<file path="src/rtl/mem_arb_pkg.sv">
// mem_arb_pkg: shared types and default constants for the memory arbiter.
// Contents: FSM state encoding, grant id, default parameter values.
package mem_arb_pkg;
    typedef enum logic [1:0] {IDLE, BUSY, RESP} state_t;
    typedef enum logic {GNT_INST, GNT_DATA} gnt_t;
    localparam int AW_DEF              = 32;
    localparam int DW_DEF              = 32;
    localparam int TIMEOUT_DEF         = 16;
    localparam int MAX_DATA_STREAK_DEF = 4;
endpackage

</file>
<file path="src/rtl/mem_arb_ibuf.sv">
// mem_arb_ibuf: one-entry fetch buffer (valid, addr, data) for mem_arb.
// Ports: fill_i/fill_addr_i/fill_data_i load the entry; inv_i clears it;
// st_i/st_addr_i clear it on a store to the same word; look_addr_i is
// compared against the entry, giving hit_o and the buffered word data_o.
module mem_arb_ibuf #(
    parameter int AW = 32,
    parameter int DW = 32
) (
    input  logic          clk,
    input  logic          rst,
    input  logic          fill_i,
    input  logic [AW-1:0] fill_addr_i,
    input  logic [DW-1:0] fill_data_i,
    input  logic          inv_i,
    input  logic          st_i,
    input  logic [AW-1:0] st_addr_i,
    input  logic [AW-1:0] look_addr_i,
    output logic          hit_o,
    output logic [DW-1:0] data_o
);
    logic          valid_q;
    logic [AW-1:0] addr_q;
    logic [DW-1:0] data_q;

    always_ff @(posedge clk) begin
        if (rst) begin
            valid_q <= 1'b0;
            addr_q  <= '0;
            data_q  <= '0;
        end else if (fill_i) begin
            valid_q <= 1'b1;
            addr_q  <= fill_addr_i;
            data_q  <= fill_data_i;
        end else if (inv_i || (st_i && st_addr_i[AW-1:2] == addr_q[AW-1:2])) begin
            valid_q <= 1'b0;
        end
    end

    assign hit_o  = valid_q && look_addr_i == addr_q;
    assign data_o = data_q;
endmodule

</file>
<file path="src/rtl/mem_arb.sv">
// mem_arb: arbitrates one single-port memory between instruction fetch and load/store.
// Ports: inst_* fetch port, data_* load/store port, mem_* memory side,
// err_o pulses with the ready of a timed-out access, stall_o is the core stall.
// Option: define MEM_ARB_IBUF_EN to add a one-entry fetch buffer.
import mem_arb_pkg::*;

module mem_arb #(
    parameter int AW              = AW_DEF,
    parameter int DW              = DW_DEF,
    parameter int TIMEOUT         = TIMEOUT_DEF,
    parameter int MAX_DATA_STREAK = MAX_DATA_STREAK_DEF
) (
    input  logic          clk,
    input  logic          rst,
    input  logic          inst_req_i,
    input  logic [AW-1:0] inst_addr_i,
    output logic [DW-1:0] inst_data_o,
    output logic          inst_ready_o,
    input  logic          data_req_i,
    input  logic          data_we_i,
    input  logic [AW-1:0] data_addr_i,
    input  logic [DW-1:0] data_wdata_i,
    output logic [DW-1:0] data_rdata_o,
    output logic          data_ready_o,
    output logic          mem_req_o,
    output logic          mem_we_o,
    output logic [AW-1:0] mem_addr_o,
    output logic [DW-1:0] mem_wdata_o,
    input  logic [DW-1:0] mem_rdata_i,
    input  logic          mem_ready_i,
    output logic          err_o,
    output logic          stall_o
);
    localparam int WW = $clog2(TIMEOUT + 1);
    localparam int SW = $clog2(MAX_DATA_STREAK + 1);

    state_t        state_q, state_d;
    gnt_t          gnt_q, gnt_d;
    logic          mem_req_q, mem_req_d;
    logic          mem_we_q, mem_we_d;
    logic [AW-1:0] mem_addr_q, mem_addr_d;
    logic [DW-1:0] mem_wdata_q, mem_wdata_d;
    logic [DW-1:0] inst_data_q, inst_data_d;
    logic [DW-1:0] data_rdata_q, data_rdata_d;
    logic          err_q, err_d;
    logic [WW-1:0] wait_cnt_q, wait_cnt_d;
    logic [SW-1:0] streak_q, streak_d;

    logic          any_req, pick_inst, timeout, buf_hit;
    logic [DW-1:0] buf_data;

    assign any_req   = inst_req_i || data_req_i;
    // Data wins unless instruction fetch has been starved for the full streak.
    assign pick_inst = inst_req_i && (!data_req_i || streak_q == SW'(MAX_DATA_STREAK));
    assign timeout   = wait_cnt_q == WW'(TIMEOUT - 1);

`ifdef MEM_ARB_IBUF_EN
    mem_arb_ibuf #(.AW(AW), .DW(DW)) u_ibuf (
        .clk         (clk),
        .rst         (rst),
        .fill_i      (state_q == BUSY && mem_ready_i && gnt_q == GNT_INST),
        .fill_addr_i (mem_addr_q),
        .fill_data_i (mem_rdata_i),
        .inv_i       (state_q == BUSY && !mem_ready_i && timeout),
        .st_i        (state_q == IDLE && any_req && !pick_inst && data_we_i),
        .st_addr_i   (data_addr_i),
        .look_addr_i (inst_addr_i),
        .hit_o       (buf_hit),
        .data_o      (buf_data)
    );
`else
    assign buf_hit  = 1'b0;
    assign buf_data = '0;
`endif

    always_ff @(posedge clk) begin
        if (rst) begin
            state_q      <= IDLE;
            gnt_q        <= GNT_INST;
            mem_req_q    <= 1'b0;
            mem_we_q     <= 1'b0;
            mem_addr_q   <= '0;
            mem_wdata_q  <= '0;
            inst_data_q  <= '0;
            data_rdata_q <= '0;
            err_q        <= 1'b0;
            wait_cnt_q   <= '0;
            streak_q     <= '0;
        end else begin
            state_q      <= state_d;
            gnt_q        <= gnt_d;
            mem_req_q    <= mem_req_d;
            mem_we_q     <= mem_we_d;
            mem_addr_q   <= mem_addr_d;
            mem_wdata_q  <= mem_wdata_d;
            inst_data_q  <= inst_data_d;
            data_rdata_q <= data_rdata_d;
            err_q        <= err_d;
            wait_cnt_q   <= wait_cnt_d;
            streak_q     <= streak_d;
        end
    end

    always_comb begin
        state_d      = state_q;
        gnt_d        = gnt_q;
        mem_req_d    = mem_req_q;
        mem_we_d     = mem_we_q;
        mem_addr_d   = mem_addr_q;
        mem_wdata_d  = mem_wdata_q;
        inst_data_d  = inst_data_q;
        data_rdata_d = data_rdata_q;
        err_d        = err_q;
        wait_cnt_d   = state_q == BUSY ? wait_cnt_q + 1'b1 : '0;
        streak_d     = inst_req_i ? streak_q : '0;
        case (state_q)
            IDLE: if (any_req) begin
                err_d = 1'b0;
                if (pick_inst) begin
                    gnt_d    = GNT_INST;
                    streak_d = '0;
                    if (buf_hit) begin
                        inst_data_d = buf_data;
                        state_d     = RESP;
                    end else begin
                        mem_req_d  = 1'b1;
                        mem_we_d   = 1'b0;
                        mem_addr_d = inst_addr_i;
                        state_d    = BUSY;
                    end
                end else begin
                    gnt_d       = GNT_DATA;
                    streak_d    = inst_req_i ? streak_q + 1'b1 : '0;
                    mem_req_d   = 1'b1;
                    mem_we_d    = data_we_i;
                    mem_addr_d  = data_addr_i;
                    mem_wdata_d = data_wdata_i;
                    state_d     = BUSY;
                end
            end
            BUSY: if (mem_ready_i || timeout) begin
                mem_req_d = 1'b0;
                err_d     = !mem_ready_i;
                state_d   = RESP;
                if (gnt_q == GNT_INST)
                    inst_data_d = mem_ready_i ? mem_rdata_i : '0;
                else if (!mem_we_q)
                    data_rdata_d = mem_ready_i ? mem_rdata_i : '0;
            end
            default: state_d = IDLE;
        endcase
    end

    always_comb begin
        inst_ready_o = state_q == RESP && gnt_q == GNT_INST;
        data_ready_o = state_q == RESP && gnt_q == GNT_DATA;
        err_o        = state_q == RESP && err_q;
        stall_o      = (inst_req_i && !inst_ready_o) || (data_req_i && !data_ready_o);
        mem_req_o    = mem_req_q;
        mem_we_o     = mem_we_q;
        mem_addr_o   = mem_addr_q;
        mem_wdata_o  = mem_wdata_q;
        inst_data_o  = inst_data_q;
        data_rdata_o = data_rdata_q;
    end
endmodule

</file>
<file path="config.mk">
export PLATFORM = sky130hd
export DESIGN_NAME = mem_arb
export DESIGN_NICKNAME = d
export VERILOG_FILES = /design/src/rtl/mem_arb_pkg.sv /design/src/rtl/mem_arb_ibuf.sv /design/src/rtl/mem_arb.sv
export SDC_FILE = /design/constraint.sdc
export NUM_CORES = 1
export LEC_CHECK = 0
export BUFFER_PORTS_ARGS = -buffer_cell sky130_fd_sc_hd__buf_2
export CORE_MARGIN = 2
export CORE_UTILIZATION = 40
export DETAILED_ROUTE_END_ITERATION = 7
export PLACE_DENSITY_LB_ADDON = 0.15
export SYNTH_ARGS = -nofsm -noshare
export SYNTH_HDL_FRONTEND = slang
export SYNTH_HIERARCHICAL = 1
export SYNTH_SLANG_ARGS = --single-unit
</file>
<file path="constraint.sdc">
create_clock -name clk -period 4.5 [get_ports clk]
set_clock_uncertainty 0.1 [all_clocks]
set_input_delay 0 -clock clk [delete_from_list [all_inputs] [get_ports clk]]
set_output_delay 0 -clock clk [all_outputs]
set_load 0.05 [all_outputs]
</file>
== After elaboration in Yosys (flattened, before gate mapping) ==
Index checks and enable logic that the tools add are counted.
Operators by class
  reduce and logical (&&, ||, !) cells: 23
  $add $sub $neg: 2
  equal/unequal tests: 6
  mux-type cells: 18
  bitwise logic cells: 4
Operator list (number)
  2-to-1 mux 32 bit: 2
  2-to-1 mux 3 bit: 5
  AND reduction 3 bit: 3
  logical AND 1 bit: 6
  2-to-1 mux 1 bit: 6
  adder 5 x 1 -> 5 bit (second input constant): 1
  == test 5 x 4 -> 1 bit (second input constant): 1
  logical NOT 1 bit: 4
  logical OR 1 bit: 4
  2-to-1 mux 2 bit: 2
  inverter 1 bit: 4
  one-hot mux 1 bit (2 select lines): 2
  one-hot mux 2 bit (2 select lines): 1
  AND reduction 2 bit: 2
  AND reduction 4 bit: 1
  adder 3 x 1 -> 3 bit (second input constant): 1
  == test 3 bit (second input constant): 1
  == test 2 x 1 -> 1 bit (second input constant): 1
  == test 2 bit (second input constant): 1
  logical NOT 2 bit: 1
  != test 2 x 1 -> 1 bit (second input constant): 1
  != test 2 bit (second input constant): 1
  nonzero test 2 bit: 1
  OR reduction 2 bit: 1
Word-level totals
  bits of input ports: 134
  logic and storage cells: 64
  output and inout bits: 134
  register bits after elaboration: 142

== Longest topological paths before layout ==
Gate-level depths: netlist (run 1).
  depth after elaboration: 6
  gate-level depth with buffers: 8
  depth with buffers taken out: 6

== Least setup slack after synthesis (run 1) ==
No wires, ideal clock.
  kind: flip-flop to output port
  start: register state_q[1]
  end: output port stall_o
  stages on the path, launching flop included: 5
  data arrival time: 1.907 ns
  path buffers: 1
  required time: 4.400 ns
  slack: 2.493 ns
  path through: dfxtp_1 buf_6 nor2b_1 nor2b_1 o22ai_1
On the way
  word-level cells in the longest chain between the ends: 5
  elaborated cells on any way between the ends: 8
  those cells by class: eq/ne: 1; reduce/logical: 7
Ends and longest elaborated chain
  start, declared: RTL line mem_arb.sv:37  | state_t state_q, state_d;
  start signal, assigned: RTL line mem_arb.sv:90  | state_q <= state_d;
  == test 2 bit: RTL line mem_arb.sv:155  | inst_ready_o = state_q == RESP && gnt_q == GNT_INST;
  logical AND 1 bit: RTL line mem_arb.sv:155
  net inst_ready_o: RTL line mem_arb.sv:18  | output logic inst_ready_o,
  logical NOT 1 bit: RTL line mem_arb.sv:158  | stall_o = (inst_req_i && !inst_ready_o) || (data_req_i && !data_ready_o);
  logical AND 1 bit: RTL line mem_arb.sv:158
  logical OR 1 bit: RTL line mem_arb.sv:158
  end, declared: RTL line mem_arb.sv:32  | output logic stall_o
The timed path passes the listed nets, and every way through them passes these cells.

== Worst setup path after layout (run 1) ==
  start: register state_q[1]
  end: register mem_addr_q[20], in the netlist mem_addr_o[20]
On the way
  word-level cells in the longest chain between the ends: 2
Ends and longest elaborated chain
  logical NOT 2 bit: RTL line mem_arb.sv:116  | case (state_q)
  AND reduction 2 bit (no source line)
  end signal, assigned: RTL line mem_arb.sv:94  | mem_addr_q <= mem_addr_d;
  end, declared: RTL line mem_arb.sv:41  | logic [AW-1:0] mem_addr_q, mem_addr_d;
No other way between the ends.
A chain may end at the register's enable or synchronous reset.

==> results of run 1 <==
==> through the flow <==
stage	cells	hold WS [ns]
2_1_floorplan	730	0.0477
3_3_place_gp	1125	0.159
3_5_place_dp	1125	0.160
4_1_cts	1287	0.0120
5_1_grt	1287	0.0529
6_report	1287	0.0327
==> logic make-up (layout without fill, tap and decap cells) <==
| logic type | after synthesis | after routing | synth area share |
|---|---|---|---|
| fa+ha+maj | 4 | 4 | 0.00758 |
| buf+inv | 109 | 450 | 0.0800 |
| xor+xnor | 2 | 2 | 0.00265 |
| simple gates | 197 | 197 | 0.194 |
| compound gates | 276 | 276 | 0.285 |
| flops | 142 | 142 | 0.430 |
==> where the power goes <==
part	leakage (nW)	total, mW	internal (mW)	switching, mW
Clock	0.333	1.64	1.11	0.536
Combinational	2.53	0.981	0.319	0.661
Sequential	1.16	1.39	1.34	0.0452
Total	4.02	4.01	2.77	1.24
==> worst register-to-register path: stages (launching register included) <==
cell           delay (ns)
dfxtp_1              0.58
or2_2                0.77
buf_4                0.56
a2111oi_2            0.12
nor4_1               0.30
dlygate4sd3_1        0.59
==> routing by layer <==
layer / wire (microns) / track usage / up-vias
met5: 0 / 0 / -
met4: 431 / 0.0818 / 0
met3: 1410 / 0.0556 / 34
met2: 10800 / 0.386 / 285
met1: 9800 / 0.331 / 3423
li1: - / - / 3498
==> state kept, by name (all words and copies together), names as in the netlist, 2 cells and up <==
| register | count |
|---|---|
| inst_data_o | 32 |
| streak_q | 3 |
| mem_wdata_o | 32 |
| state_q | 2 |
| mem_addr_o | 32 |
| data_rdata_o | 32 |
| wait_cnt_q | 5 |
==> worst paths after layout <==
path                            depth (start not counted)        endpoint          start
worst max-delay path                                    5  mem_addr_o[20]     state_q[1]
worst max register to register                          5  mem_addr_o[20]     state_q[1]
worst min-delay path                                    4           err_q     data_req_i
worst min register to register                          1   wait_cnt_q[0]  wait_cnt_q[0]
==> cells in the final DEF, fill, tap and decap left out, types with 3 or more instances in the layout <==
master,instances
dlygate4sd3_1,132
o31ai_1,64
a2111oi_2,27
a21oi_1,135
bufinv_16,7
o21ai_0,27
o21ai_1,10
nand4_1,32
a2111oi_1,5
nor4_2,5
nand4b_1,32
nand2_1,5
dfxtp_1,141
buf_2,266
ha_1,4
nand2b_1,3
clkbuf_16,17
nand3_1,36
buf_4,15
nor4_1,59
inv_1,6
nor2_1,6
==> final cells by class <==
cell class	instances	area, sq um	area share
Clock inverter	11	238	0.0241
Clock buffer	19	443	0.0450
Tap cell	216	270	0.0274
Multi-Input combinational cell	479	3260	0.331
Timing Repair Buffer	413	2770	0.281
Inverter	7	26.3	0.00267
Sequential cell	142	2840	0.289
==> repair_timing <==
action	CTS	global route
hold endpoints to repair	133	0
resized for setup	0	0
hold buffers	132	0
==> flow_summary.toml, run 1 <==
[final_layout]
synthToLayoutAreaGrowth_pct = 49.1
fin_area_sq_um = 9850
layout-drive-gt1-share = 0.332
fin_nets = 1198
n_fill_cell = 1391
num_antenna_cells = 0
final_core_util = 0.615

[yosys]
synthesis.nets = 868
synth_top_area_share = 0.430
yosys_warnings = 6
ys_types = 45
yosysMostFrequentCell = "dfxtp_1"
async_reset_ff_frac = 0
synth-edff-count = 0
ys.flop_type = "dfxtp_1"
synth_common_cells = "dfxtp_1 (142), a21oi_1 (135), o31ai_1 (64)"
ys_top_cells_by_area = "dfxtp_1 (43%), a21oi_1 (10%), o31ai_1 (7.3%), a2111oi_2 (6.1%), nor4_1 (5.6%)"
ys_seq_elements = 142
synthCells = 730
synth_area_leader_cell = "dfxtp_1"
synth-seq-area-share = 0.430
synth_area_sq_um = 6600
synth.avg_cell_area_sq_um = 9.05

[drt]
wire_per_inst_microns = 17.5
dr.pass1.iters = 5
post_drt_via_cell_ratio = 5.63
ant_nets = 0
via_count = 7240
drc = 0
drt_iter0_drc = 562
routed_wl_mm = 22.5

[die]
die_w_microns = 132
initial_core_util = 0.413
io_pins = 268
num_rows = 46
die-area_sq_um = 17600
fp.dieH_microns = 132
core_area_sq_um = 16000

[sta]
rsz0062_at_grt = "no"
setup_tns_ns = 0
clock.fmax_mhz = 326
maxSlewViolCount = 0
fin_crit_sh = 0.682
fin_crit_ns = 3.07
finalHoldViolations = 0
fin_ws_ns = 1.43
setup_viol = 0
tightest_slew_ns = 1.11
maxSlewHeadroom = 0.260

[power]
p_total_mw = 4.01
ir_drop_v = 0.000286
powerDensity_nw_per_um2 = 407
p_leak_nw = 4.02

[place]
post-place-ws_ns = 1.91
dp_hpwl_mm = 12.8
io_buffers = 267
placedInstanceArea_sq_um = 7840
gp_congestion = 0.766

[cts]
cts_tree = "built"
cts_root_buf = "clkbuf_16"
post-cts-setup-buffers = 0
cts_buffers = 17
htreeDepth = 4
clk_pin_slew_worst_paths_ns = 0.06
cts_num_sinks = 142
clockBufferDepth = 2
clk_latency_ns = 0.41

[hold_path]
holdCritPathClass = "in -> reg"

[setup_path]
slowest_stage = "or2_2"
worstPathMaxFanout = 36
start_kind = "flip-flop"
end_kind = "flip-flop"
critPathRequiredTime_ns = 4.76
crit_chain = "or2_2 -> buf_4 -> a2111oi_2 -> nor4_1 -> dlygate4sd3_1"
rrSetupSlack_ns = 1.43
timing_worst_setup_path_type = "reg -> reg"
cpPeakStageDelay_ns = 0.76
path_buf_inv = 2
worstPathArrival_ns = 3.33
path_delay_family = "buffers and inverters"

[grt]
grt_pass1_vias = 6823
grt_antenna_before_repair = 0
grt_pass1_wl_mm = 35.6
overflow = 0
grtUsageTotal = 0.244
grt_max_degree = 85

[job]
cap_viol_max_count = 0

[run_status]
outcome = "completed"
Power figures use the tool's default switching activity.
==> run 2, diff against run 1 <==
==> constraint.sdc (replaced) <==
create_clock -name clk -period 2.9 [get_ports clk]
set_clock_uncertainty 0.1 [all_clocks]
set_input_delay 0 -clock clk [delete_from_list [all_inputs] [get_ports clk]]
set_output_delay 0 -clock clk [all_outputs]
set_load 0.05 [all_outputs]
==> run 2 against run 1 <==
Effect of this change:
- clock power is 41% higher
- non-clock buffer count is 7 higher
- sequential share of layout area is 0.15 points lower
- final cell count is 0.70% higher
- design area is 0.52% higher
- via count is 0.91% higher
- setup slack worse by 1.1 ns
- combinational power is 57% higher
==> flow_summary.toml, run 2 (synthesized netlist as in run 1, its figures left out) <==
[run_status]
outcome = "completed"

[die]
io_pins = 268
core_area_sq_um = 16000
initial_core_util = 0.413
fp.dieH_microns = 132
num_rows = 46
die_w_microns = 132
die-area_sq_um = 17600

[drt]
dr.pass1.iters = 5
drt_iter0_drc = 509
ant_nets = 0
post_drt_via_cell_ratio = 5.64
via_count = 7306
routed_wl_mm = 22.7
wire_per_inst_microns = 17.5
drc = 0

[hold_path]
holdCritPathClass = "in -> reg"
whs_path_depth = 2

[sta]
fin_crit_sh = 0.871
rsz0062_at_grt = "no"
tightest_slew_ns = 0.778
maxSlewHeadroom = 0.481
maxSlewViolCount = 0
setup_tns_ns = 0
finalHoldViolations = 0
fin_crit_ns = 2.53
setup_viol = 0
clock.fmax_mhz = 396

[grt]
grt_max_degree = 67
grtUsageTotal = 0.252
grt_pass1_wl_mm = 36.5
grt_pass1_vias = 6978
grt_antenna_before_repair = 0
overflow = 0

[final_layout]
seqCellArea_sq_um = 2840
multiInputGateArea_sq_um = 3260
final_common_cell = "buf_2"
synthToLayoutAreaGrowth_pct = 49.9
fin_nets = 1205
final_core_util = 0.619
final_cell_mix = "buf_2 (266), dfxtp_1 (141), a21oi_1 (135)"
layout-drive-gt1-share = 0.339
n_fill_cell = 1406
num_antenna_cells = 0

[place]
dp_hpwl_mm = 13.1
io_buffers = 267
gp_congestion = 0.764

[setup_path]
crit_chain = "inv_1 -> ha_1 -> a21bo_4 -> a2111oi_1 -> nor4_1 -> dlygate4sd3_1"
rrSetupSlack_ns = 0.37
timing_worst_setup_path_type = "reg -> reg"
worstPathArrival_ns = 2.73
cp_num_cells = 6
start_kind = "flip-flop"
r2r-start = "streak_q[0]"
endpoint = "mem_addr_o[1]"
startpoint = "streak_q[0]"
worstPathMaxFanout = 32
r2r_end = "mem_addr_o[1]"
path_buf_inv = 2
path_delay_family = "compound AO/OA/AOI/OAI gates"
slowest_stage = "dlygate4sd3_1"
critPathRequiredTime_ns = 3.10
r2r_cells = 6
cpPeakStageDelay_ns = 0.58
end_kind = "flip-flop"

[cts]
htreeDepth = 4
clk_pin_slew_worst_paths_ns = 0.06
cts_buffers = 17
cts_num_sinks = 142
cts_root_buf = "clkbuf_16"
clockBufferDepth = 2
post-cts-setup-buffers = 0
clk_latency_ns = 0.41
cts_tree = "built"

[job]
cap_viol_max_count = 0

[power]
p_leak_nw = 4.04
ir_drop_v = 0.000413
powerDensity_nw_per_um2 = 608
==> run 2: what timing repair did <==
action,4_1_cts,5_1_grt
resized for setup,0,1
hold endpoints to repair,133,0
hold buffers,131,0
setup endpoints to repair,0,2
==> run 2: metal layers <==
| layer | vias to the layer above | GRT usage | share of wire |
|---|---|---|---|
| met1 | 3440 | 0.341 | 0.44 |
| met2 | 308 | 0.395 | 0.47 |
| met3 | 46 | 0.0567 | 0.068 |
| li1 | 3512 | - | - |
| met5 | - | 0 | 0 |
| met4 | 0 | 0.0920 | 0.020 |
==> run 2: per-stage QoR <==
step	cell area (sq um)	instances	total power [mW]	hold WS (ns)	setup WS, ns
5_1_grt	9900	1296	6.26	0.0463	0.207
2_1_floorplan	6600	730	3.19	0.0477	0.893
6_report	9900	1296	6.02	0.0292	0.375
3_3_place_gp	7950	1133	3.54	0.158	0.810
3_5_place_dp	7950	1133	3.54	0.161	0.721
4_1_cts	9890	1296	6.04	0.0295	0.233
==> run 2: how the worst min path moves through the flow <==
stage                                start               to  slack, ns
after floorplan            data_wdata_i[0]   mem_wdata_o[0]       0.05
after global placement     data_wdata_i[8]   mem_wdata_o[8]       0.16
after detailed placement  data_wdata_i[14]  mem_wdata_o[14]       0.16
after CTS                              rst   mem_wdata_o[7]       0.03
after global routing                   rst  mem_wdata_o[15]       0.05
final                                  rst  mem_wdata_o[17]       0.03
==> run 2: area by class of cell <==
cell class | count | area share
clock buffer | 23 | 0.0503
clock inverter | 9 | 0.0133
inverter | 7 | 0.00265
multi-input combinational | 479 | 0.330
sequential | 142 | 0.287
tap | 216 | 0.0273
timing repair buffer | 420 | 0.290
==> run 2: power by group <==
part	internal (mW)	total (mW)	switching (mW)
clock network	1.47	2.32	0.851
registers	2.08	2.16	0.0829
logic	0.517	1.54	1.02
